**src/rtl/f1_start_ctrl.sv**
```systemverilog
// rtl/f1_start_ctrl.sv - race-start controller: paces the light FSM, holds a random delay, times the reaction
module f1_start_ctrl #(
    parameter int D_WIDTH   = 8,
    parameter int CNT_WIDTH = 16
) (
    input  logic                 clk,
    input  logic                 rst,
    input  logic                 trigger,
    input  logic                 tick,
    input  logic                 react,
    input  logic [D_WIDTH-1:0]   fsm_lights,
    output logic                 fsm_en,
    output logic                 fsm_clr,
    output logic [D_WIDTH-1:0]   lights_out,
    output logic                 busy,
    output logic                 time_valid,
    output logic [CNT_WIDTH-1:0] reaction_time,
    output logic                 jump_start
);

    typedef enum logic [1:0] {
        IDLE = 2'd0,
        SEQ  = 2'd1,
        HOLD = 2'd2,
        GO   = 2'd3
    } state_t;

    state_t               state;
    state_t               state_nxt;
    logic [6:0]           lfsr;
    logic [6:0]           delay_cnt;
    logic [CNT_WIDTH-1:0] rt_cnt;

    logic all_lit;
    logic start;
    logic load_delay;
    logic dec_delay;
    logic go_enter;
    logic capture;
    logic jump;

    assign all_lit = &fsm_lights;

    always_ff @(posedge clk or posedge rst) begin
        if (rst) begin
            state <= IDLE;
        end else begin
            state <= state_nxt;
        end
    end

    // react is tested first in SEQ and HOLD so it wins over all-lit and the final tick
    always_comb begin
        state_nxt  = state;
        start      = 1'b0;
        load_delay = 1'b0;
        dec_delay  = 1'b0;
        go_enter   = 1'b0;
        capture    = 1'b0;
        jump       = 1'b0;
        case (state)
            IDLE: begin
                if (trigger) begin
                    state_nxt = SEQ;
                    start     = 1'b1;
                end
            end
            SEQ: begin
                if (react) begin
                    state_nxt = IDLE;
                    jump      = 1'b1;
                end else if (all_lit) begin
                    state_nxt  = HOLD;
                    load_delay = 1'b1;
                end
            end
            HOLD: begin
                if (react) begin
                    state_nxt = IDLE;
                    jump      = 1'b1;
                end else if (tick) begin
                    if (delay_cnt == 7'd1) begin
                        state_nxt = GO;
                        go_enter  = 1'b1;
                    end else begin
                        dec_delay = 1'b1;
                    end
                end
            end
            GO: begin
                if (react) begin
                    state_nxt = IDLE;
                    capture   = 1'b1;
                end
            end
            default: state_nxt = IDLE;
        endcase
    end

    assign busy       = (state != IDLE);
    assign fsm_en     = tick && (state == SEQ) && !fsm_clr;
    assign lights_out = ((state == SEQ) || (state == HOLD)) ? fsm_lights : '0;

    always_ff @(posedge clk or posedge rst) begin
        if (rst) begin
            lfsr          <= 7'h01;
            delay_cnt     <= 7'd0;
            rt_cnt        <= '0;
            fsm_clr       <= 1'b0;
            time_valid    <= 1'b0;
            reaction_time <= '0;
            jump_start    <= 1'b0;
        end else begin
            lfsr       <= {lfsr[5:0], lfsr[6] ^ lfsr[5]};
            fsm_clr    <= start;
            time_valid <= capture || jump;

            if (load_delay) begin
                delay_cnt <= lfsr;
            end else if (dec_delay) begin
                delay_cnt <= delay_cnt - 7'd1;
            end

            // timer saturates so a very late press reads as the maximum, never a small wrapped value
            if (go_enter) begin
                rt_cnt <= '0;
            end else if ((state == GO) && (rt_cnt != '1)) begin
                rt_cnt <= rt_cnt + CNT_WIDTH'(1);
            end

            if (jump) begin
                reaction_time <= '0;
            end else if (capture) begin
                reaction_time <= rt_cnt;
            end

            if (start) begin
                jump_start <= 1'b0;
            end else if (jump) begin
                jump_start <= 1'b1;
            end
        end
    end

endmodule
```
**config.mk**
```make
export PLATFORM = sky130hd
export DESIGN_NAME = f1_start_ctrl
export DESIGN_NICKNAME = d
export VERILOG_FILES = /design/src/rtl/f1_start_ctrl.sv
export SDC_FILE = /design/constraint.sdc
export NUM_CORES = 1
export LEC_CHECK = 0
export ABC_AREA = 0
export BUFFER_PORTS_ARGS = -buffer_cell sky130_fd_sc_hd__buf_2
export CORE_MARGIN = 2
export CORE_UTILIZATION = 40
export CTS_CLUSTER_SIZE = 24
export DETAILED_ROUTE_END_ITERATION = 12
export GPL_TIMING_DRIVEN = 0
export HOLD_SLACK_MARGIN = 0.03
export PLACE_DENSITY = 0.63
export SETUP_SLACK_MARGIN = 0.2
export SKIP_LAST_GASP = 1
export SYNTH_ARGS = -nofsm -noshare
export SYNTH_HDL_FRONTEND = slang
export SYNTH_SLANG_ARGS = --single-unit
```
**constraint.sdc**
```tcl
create_clock -name clk -period 3 [get_ports clk]
set_input_delay 0.15 -clock clk [delete_from_list [all_inputs] [get_ports clk]]
set_output_delay 0.15 -clock clk [all_outputs]
set_load 0.03 [all_outputs]
```
== Yosys cells after proc, flatten, opt, wreduce, memory -nomap -nowiden ==
Cells that the tools add are included.
Storage, ports and cells
  register bits after elaboration: 51
  memories: 0
  bits in latches: 0
  memory bits (read-only): 0
  bits of input ports: 13
  output and inout bits: 29
  RAM bits: 0
Cells by class
  $add $sub $neg: 2
  equality and inequality tests: 10
  magnitude comparators: 0
  reduce and logical (&&, ||, !) cells: 15
  bitwise operators: 1
  shift operators: 0
  $mul: 0
  div/mod/pow operators: 0
  muxes and demuxes: 33
Operator list (count)
  2-to-1 mux 16 bit: 4
  2-to-1 mux 1 bit: 18
  adder 16 x 1 -> 16 bit, second input constant: 1
  != test 16 bit, second input constant: 1
  2-to-1 mux 2 bit: 7
  2-to-1 mux 7 bit: 2
  nonzero test 2 bit: 5
  != test 3 bit, second input constant: 3
  2-to-1 mux 8 bit: 1
  case mux 2 bit (4 select lines): 1
  AND reduction 8 bit: 1
  equality test 7 x 1 -> 1 bit, second input constant: 1
  subtractor 7 x 1 -> 7 bit, second input constant: 1
  AND reduction 5 bit: 1
  equality test 2 bit, second input constant: 2
  != test 2 bit, second input constant: 2
  logical AND 1 bit: 3
  equality test 2 x 1 -> 1 bit, second input constant: 1
  zero test 2 bit: 1
  logical OR 1 bit: 2
  OR reduction 2 bit: 1
  zero test 1 bit: 1
  bitwise XOR 1 bit: 1

== Logic depth before layout (Yosys ltp) ==
  depth after elaboration: 7
  depth in mapped cells: 7
  gate-level depth less buffers: 6

== Worst setup path before layout ==
Ideal clock, no wire load.
  kind: flip-flop to flip-flop
  from: reg state[0]
  to: reg rt_cnt[13]
  data arrival time: 1808 ps
  cell stages (with the launch flop): 6
  data required time: 2923 ps
  slack: 1114 ps
  setup time: 77 ps
  cell sequence: dfrtp_1 ha_1 nand4_1 or4_4 or4_1 a21oi_1
On the way
  longest elaborated chain between the ends: 3
  elaborated cells between the ends (all ways): 6
  classes of those cells: eq/ne (2); mux (2); reduce/logical (2)
RTL lines
  from (decl): RTL line 28  | state_t state;
  from (signal assigned): RTL line 48  | state <= state_nxt;
  equality test 2 bit, on equally long branches: RTL line 61, 127
  2-to-1 mux 1 bit / logical AND 1 bit (equally long branches): RTL line 61, 127
  2-to-1 mux 16 bit / nonzero test 2 bit (equally long branches)
  to (signal assigned): RTL line 128  | rt_cnt <= rt_cnt + CNT_WIDTH'(1);
  to (decl): RTL line 32  | logic [CNT_WIDTH-1:0] rt_cnt;
Several ways; a longest one is shown, not always the timed one.
A chain may end at the register's enable or synchronous reset.

== Final worst setup path ==
Same ends and word-level chain as after synthesis.

==> qor.yml <==
whs_path_depth: 2
async_flop_share_pct: 100
postSynthAreaPerCell_um2: 9.59
worstPathRequired_ps: 3240
clockBufferDepth: 2
coreArea_um2: 6280
finClkSkew_ps: 12.8
setup_viol: 0
cts-root-buf: "clkbuf_8"
holdCritPathClass: "in -> reg"
grt_pass1_vias: 2043
ys_ff_latch: 51
ant_nets: 0
r2r_end: "rt_cnt[13]"
yosys_warnings: 0
leakagePower_uw: 0.00139
timing.fmax_mhz: 467
drive_gt1_share_pct: 19.8
syn_area_um2: 2560
drt_iter0_drc: 114
setup_slack_ps: 860
pre_cts_ws_ps: 869
num_rows: 29
hold-worst-slack_ps: 121
first_pass_iters: 5
die_w_um: 84.0
grt_max_degree: 41
dieArea_um2: 7060
vias: 2091
path_max_fanout: 6
hold_viol: 0
start_kind: "flop"
synth_cell_type_count: 44
grt_pass1_wl_um: 9360
antenna_found_initial: 0
maxCapViolCount: 0
cts_tree: "done"
initial_core_util_pct: 40.8
status: "finished clean"
h-tree-depth: 2
cp.arrival_ps: 2380
cts_made_buffers: 5
gpl.final_weighted_congestion: 0.822
clk_pin_slew_ps: 100
critPathMaxStageDelay_ps: 590
avgRoutedWirePerCell_um: 13.5
min_from: "trigger"
critPathCaptureType: "flop"
rsz0062_at_grt: "false"
syn_inst: 267
die_y_um: 84.0
min_to: "fsm_clr"
area_delta_synth_final_pct: 17.4
dp_hpwl_um: 3950
clkLatencyLatePin_ps: 310
regToRegSetupSlack_ps: 860
min_period_ps: 2140
antennaDiodeCount: 0
setup_tns_ps: 0
synth_edf_count: 0
cts.sinks: 51
cts_resized: 0
cpMaxStageDelayCell: "or4_4"
yosysSeqAreaShare_pct: 49.9
path_cells: "ha_1 -> nand4_1 -> or4_4 -> or4_1 -> a21oi_1"
critPathLaunch: "state[0]"
globalRoute.totalOverflow: 0
port_buffers: 41
r2r_cells: 5
powerDensity_nw_per_um2: 1000
r2r_start: "state[0]"
drv_slew: 0
final_nets: 338
fillers: 604
peakVddDrop_v: 0.000460
period_share_pct: 71.3
crit_type: "reg -> reg"
synth_top_flop_cell: "dfrtp_1"
via_per_inst: 5.29
syn_nets: 288
drc: 0
slew_headroom_pct: 47.7
track_usage_pct: 16.0
drt-total-wl_um: 5340
max_slew.worst_pin.slew_ps: 777
design.portCount: 42
[power breakdown]
| group | switching (uW) | internal [uW] |
|---|---|---|
| sequential | 241 | 920 |
| clock | 238 | 252 |
| combinational | 902 | 461 |
| total | 1380 | 1630 |
[kinds of logic (layout without fill, tap and decap cells)]
kind of cell	count (synthesis)	in the layout	synth area share, %
AOI/OAI and AO/OA	58	58	14.7
xor gates and xnor gates	6	6	2.05
adders and majority gates	8	8	3.91
buffers and inverters	22	73	3.52
DFF	51	51	49.9
muxes	8	8	3.27
and+or+nand+nor	114	114	22.7
[through the flow]
| stage | power [uW] | instances | instance area (um^2) | utilization, % |
|---|---|---|---|---|
| final | 3010 | 395 | 3010 | 47.9 |
| after floorplan | 2160 | 267 | 2560 | - |
| after global placement | 2500 | 385 | 2860 | 45.6 |
| after CTS | 3040 | 395 | 3010 | 47.9 |
| after detailed placement | 2540 | 386 | 2880 | 45.9 |
| after global routing | 3260 | 395 | 3010 | 47.9 |
[what timing repair did]
item                      in CTS  in global routing
hold buffers                   1                  0
setup buffers                  0                  0
hold endpoints to repair      11                  0
[synthesized netlist by cell type (2+ instances only)]
library cell / n / area [um^2]
or4_1: 4 / 30.0
o31ai_1: 3 / 22.5
a211oi_1: 5 / 37.5
dfrtp_1: 50 / 1250
nand2b_1: 4 / 25.0
o2111ai_1: 2 / 17.5
a22oi_1: 2 / 15.0
o211ai_1: 3 / 22.5
o41ai_1: 2 / 17.5
ha_1: 8 / 100
and2_1: 10 / 62.6
nor4_1: 5 / 31.3
nand2_1: 45 / 169
a21oi_1: 23 / 115
o21ai_0: 8 / 40.0
o21ba_2: 2 / 20.0
mux2_2: 3 / 33.8
xor2_1: 5 / 43.8
clkbuf_1: 8 / 30.0
nand3_1: 8 / 40.0
o2bb2ai_1: 2 / 17.5
inv_1: 13 / 48.8
mux2i_1: 5 / 50.1
nand4_1: 4 / 25.0
nor3_1: 12 / 60.1
nor2_1: 13 / 48.8
[cell type report]
| type | instances | area [um^2] | share of cell area, % |
|---|---|---|---|
| timing repair buffer | 43 | 235 | 7.82 |
| buffer | 9 | 41.3 | 1.37 |
| clock inverter | 3 | 46.3 | 1.54 |
| multi-input combinational | 194 | 1190 | 39.7 |
| inverter | 13 | 48.8 | 1.62 |
| clock buffer | 5 | 68.8 | 2.29 |
| sequential | 51 | 1280 | 42.5 |
| tap | 77 | 96.3 | 3.20 |
[metal layers]
metal	vias to the layer above	part of all wire, %	GRT usage, %
met3	9	4.6	3.56
met5	-	0	0
li1	1047	-	-
met2	52	46	26.1
met1	983	48	21.4
met4	0	1.3	4.55
[sequential cells by signal, indices dropped and copies added, names as in the netlist]
name,count
time_valid,1
rt_cnt,16
reaction_time,16
lfsr,7
jump_start,1
delay_cnt,7
fsm_clr,1
state,2
[cells in the final DEF, fill, tap and decap left out, drive strengths merged, types with 3 or more instances in the layout]
| cell type | synthesis | layout |
|---|---|---|
| clkbuf | 8 | 13 |
| a21oi | 23 | 23 |
| o21ai | 8 | 8 |
| mux2i | 5 | 5 |
| or4 | 5 | 5 |
| nand4 | 5 | 5 |
| ha | 8 | 8 |
| a211oi | 5 | 5 |
| nand3 | 8 | 8 |
| nand2 | 45 | 45 |
| nand2b | 4 | 4 |
| buf | 1 | 43 |
| nor2 | 13 | 13 |
| inv | 13 | 14 |
| o211ai | 3 | 3 |
| and2 | 10 | 10 |
| dfrtp | 50 | 50 |
| xor2 | 5 | 5 |
| o31ai | 3 | 3 |
| nor4 | 5 | 5 |
| nor3 | 12 | 12 |
| mux2 | 3 | 3 |
[how the worst max path moves through the flow]
stage	endpoint
final	rt_cnt[13]
after global routing	rt_cnt[14]
after global placement	rt_cnt[13]
after detailed placement	rt_cnt[13]
after floorplan	rt_cnt[13]
after CTS	rt_cnt[13]
[critical path, delay by kind of cell (launching register included)]
kind,cells,cell delay [ps]
AND/OR/NAND/NOR,3,1230
adder cells (fa/ha/maj),1,290
AO/OA/AOI/OAI,1,170
flip-flops,1,390
No activity file was read; power rests on OpenSTA's default activity.
